`config.mk`:
```
export PLATFORM = sky130hd
export DESIGN_NAME = arg_min_stream
export DESIGN_NICKNAME = d
export VERILOG_FILES = /design/src/rtl/arg_pkg.sv /design/src/rtl/arg_min_stream.sv
export SDC_FILE = /design/constraint.sdc
export NUM_CORES = 1
export LEC_CHECK = 0
export ABC_AREA = 0
export CAP_MARGIN = 20
export CORE_MARGIN = 2
export CORE_UTILIZATION = 42
export CTS_CLUSTER_DIAMETER = 120
export CTS_CLUSTER_SIZE = 14
export DETAILED_ROUTE_END_ITERATION = 8
export PLACE_DENSITY = 0.68
export SLEW_MARGIN = 20
export SYNTH_ARGS = -nofsm -noshare
export SYNTH_HDL_FRONTEND = slang
export SYNTH_SLANG_ARGS = --single-unit
```
`constraint.sdc`:
```
create_clock -name clk -period 1.7 [get_ports clk]
set_input_delay 0.17 -clock clk [delete_from_list [all_inputs] [get_ports clk]]
set_output_delay 0.17 -clock clk [all_outputs]
set_load 0.02 [all_outputs]
```
`src/rtl/arg_pkg.sv`:
```
// Shared definitions for the streaming arg-min / arg-max selector family.
package arg_pkg;
  localparam int ARG_WIDTH = 8;
  localparam int ARG_N     = 10;

  typedef enum logic {
    SCAN = 1'b0,
    HOLD = 1'b1
  } state_t;
endpackage

```
`src/rtl/arg_min_stream.sv`:
```
// Serial arg-min over a frame of up to N samples; the result is held until the consumer takes it.
// state | meaning
// SCAN  | accepting samples, tracking running minimum
// HOLD  | result presented on out_*, waiting for out_ready
module arg_min_stream
  import arg_pkg::*;
#(
  parameter int WIDTH = ARG_WIDTH,
  parameter int N     = ARG_N,
  parameter int IDX_W = $clog2(N)
) (
  input  logic             clk,
  input  logic             rst_n,
  input  logic [WIDTH-1:0] in_data,
  input  logic             in_valid,
  input  logic             in_last,
  output logic             in_ready,
  output logic [IDX_W-1:0] out_ind,
  output logic [WIDTH-1:0] out_min,
  output logic             out_err,
  output logic             out_valid,
  input  logic             out_ready
);

  localparam logic [IDX_W-1:0] LAST_IDX = IDX_W'(N - 1);

  state_t           state;
  logic [IDX_W-1:0] cnt;
  logic [WIDTH-1:0] run_min;
  logic [IDX_W-1:0] run_ind;

  logic             first_beat;
  logic             take;
  logic             at_end;
  logic             close;
  logic [WIDTH-1:0] beat_min;
  logic [IDX_W-1:0] beat_ind;

  // Running result including the current beat; strict compare keeps the earliest index on ties.
  always_comb begin
    first_beat = (cnt == '0);
    take       = first_beat || (in_data < run_min);
    at_end     = (cnt == LAST_IDX);
    close      = in_last || at_end;
    beat_min   = take ? in_data : run_min;
    beat_ind   = first_beat ? '0 : (take ? cnt : run_ind);
  end

  assign in_ready  = (state == SCAN);
  assign out_valid = (state == HOLD);

  always_ff @(posedge clk or negedge rst_n) begin
    if (!rst_n) begin
      state   <= SCAN;
      cnt     <= '0;
      run_min <= '0;
      run_ind <= '0;
      out_ind <= '0;
      out_min <= '0;
      out_err <= 1'b0;
    end else begin
      case (state)
        SCAN: begin
          if (in_valid) begin
            run_min <= beat_min;
            run_ind <= beat_ind;
            if (close) begin
              out_min <= beat_min;
              out_ind <= beat_ind;
              out_err <= (in_last != at_end);
              cnt     <= '0;
              state   <= HOLD;
            end else begin
              cnt <= cnt + IDX_W'(1);
            end
          end
        end
        HOLD: begin
          if (out_ready) state <= SCAN;
        end
        default: state <= SCAN;
      endcase
    end
  end

endmodule

```
==> reports/results.ini <==
[outcome]
status=finished with violations
failed_checks=negative setup slack

[timing]
tightest_slew_ps=464.1
rsz0062_at_grt=yes
setup_viol_count_final=24
skew_ps=9.287
period_share=1.157
maxSlewViolCount=0
slew_headroom=0.6906
timing.fmax_mhz=508.5
setup_slack_ps=-266.8
fin_crit_ps=1967
finalHoldViolations=0

[clock_tree]
cts_buffer_depth=2
cts_made_buffers=5
numClockSinks=30
ctsHoldBuffers=0
cts_tree=yes
htreeDepth=2
clockRootBuffer=clkbuf_8
clk_pin_slew_worst_paths_ps=70
clk_latency_ps=290

[setup_path]
crit_arrival_ps=2140
worstSetupPathType=reg2reg
required_ps=1870
critPathMaxStageDelay_ps=370
worstPathMaxFanout=7
path_cells=inv_1 > ha_4 > nand4_1 > o31a_1 > o21ai_2 > buf_6 > mux2_4
cp_num_buf_inv=2
startpoint_type=register
cpLargestDelayFamily=compound AO/OA/AOI/OAI gates
endpoint_kind=register
critical-path-slowest-cell=dfrtp_1

[routing]
firstDrtPassIters=4
viasPerCell=5.232
drt_wl_total_mm=4.420
postRouteAntennaNets=0
num_vias=1418
drt_iter0_drc=89
wl_per_cell_um=16.31
drcViolationCount=0

[synthesis]
avgSynthCellArea_sq_um=10.24
ys_seq_elements=30
syn-num-nets=179
synthFlopType=dfrtp_1
ys_seq_area_frac=0.4728
yosys_warnings=0
async_reset_ff_frac=1.000
netlist_instances=155
netlist_area_sq_um=1588
synth-edff-count=0
synth.distinct_cells=30

[floorplanning]
row_count=22
dieArea_sq_um=4288
start_util=0.4337
die_w_um=65.49
core_sq_um=3661
pin_count=28
die_h_um=65.49

[global_route]
grt_pass1_vias=1430
grt_pass1_wl_mm=6.713
antenna_found_initial=0
grt_max_degree=31
grt_usage=0.2085
overflow=0

[layout]
final_common_cell=buf_4
fillCellCount=274
design_area_sq_um=2529
num-nets-final=246
final_cell_mix=buf_4 (33), dfrtp_1 (30), clkdlybuf4s50_1 (26)
drive_gt1_frac=0.3767
n_antenna_cell=0
syn_to_final_growth_pct=59.26

[placed_design]
place_hpwl_mm=3.007
dp_slack_ps=-578.2
port_buffers=27
place_area_sq_um=2162
gp_congestion=0.8275

[flow_run]
drv_cap=0

[pwr]
p_leak_nw=1.105
peakVddDrop_v=0.0009146
cellPowerDensity_nw_per_um2=1940

[hold_path]
min_path_type=in2async

==> power breakdown <==
part	switching (mW)	internal (mW)
clock	0.283	0.326
sequential	0.193	1.03
combinational	1.54	1.53
total	2.02	2.89
==> sequential cells by signal (all words and copies together), names as in the netlist <==
name and count:
cnt 4, out_err 1, out_ind 4, out_min 8, out_valid 1, run_ind 4, run_min 8
==> cell usage after synthesis, types with 2 or more instances <==
cell	count	area [sq um]
nand2_1	11	41.29
ha_1	11	137.6
nor2_1	13	48.80
buf_2	2	10.01
mux2i_1	2	20.02
a22o_1	2	17.52
nand3_1	4	20.02
clkbuf_1	3	11.26
a31oi_1	8	50.05
inv_1	10	37.54
a21oi_1	13	65.06
o21a_1	2	15.01
a32o_1	2	20.02
dfrtp_1	30	750.7
o21ai_1	18	90.09
mux2_4	7	105.1
nor2b_1	2	12.51
nand2b_1	3	18.77
==> path summary, 6_finish.rpt <==
| kind | from | to | slack [ps] | cells after the start |
|---|---|---|---|---|
| max reg2reg | run_min[5] | run_min[1] | -270 | 7 |
| min in group clk | out_ready | out_valid | 430 | 2 |
| min reg2reg | out_ind[0] | out_ind[0] | 480 | 2 |
| max | run_min[5] | run_min[1] | -270 | 7 |
| max in group asynchronous | rst_n | cnt[2] | 1140 | 2 |
| min | rst_n | run_min[0] | 270 | 2 |
==> routing by layer <==
metal / up-vias / GRT usage / share of wire
li1: 681 / - / -
met1: 697 / 0.2681 / 0.44
met2: 33 / 0.3469 / 0.52
met3: 7 / 0.03596 / 0.040
met4: 0 / 0.08594 / 0.0086
met5: - / 0 / 0
==> kinds of logic after synthesis <==
group / count (synthesis) / synth area share
mux: 10 / 0.08589
simple gates: 37 / 0.1048
fa+ha+maj: 11 / 0.08668
flops: 30 / 0.4728
buf+inv: 17 / 0.04649
compound gates: 50 / 0.2033
==> final cells by class <==
class | instances | area (sq um) | share of cell area
clock buffer | 7 | 86.33 | 0.03414
clock inverter | 1 | 5.005 | 0.001979
inverter | 11 | 41.29 | 0.01633
multi-input combinational | 108 | 979.7 | 0.3874
sequential | 30 | 750.7 | 0.2969
tap | 48 | 60.06 | 0.02375
timing repair buffer | 66 | 605.6 | 0.2395
==> timing repair <==
action                                  in CTS  in global routing
cloned                                       0                  0
endpoints found under the hold margin        0                  0
buffers inserted                             2                  4
resized for setup                            5                 32
pin swaps                                    0                 22
endpoints found under the setup margin      24                 24
==> metrics by stage <==
step                TNS, ps  hold slack, ps  utilization  power [mW]  std cells
floorplan             -1095          -125.6            -       2.548        155
global placement     -10630           455.7       0.5906       3.488        257
detailed placement   -11670           475.4       0.5906       3.580        257
CTS                   -4499           288.4       0.6244       4.254        267
global route          -6441           304.3       0.6907       5.201        271
finish                -4610           271.8       0.6907       4.907        271
(Power assumes the default switching activity.)
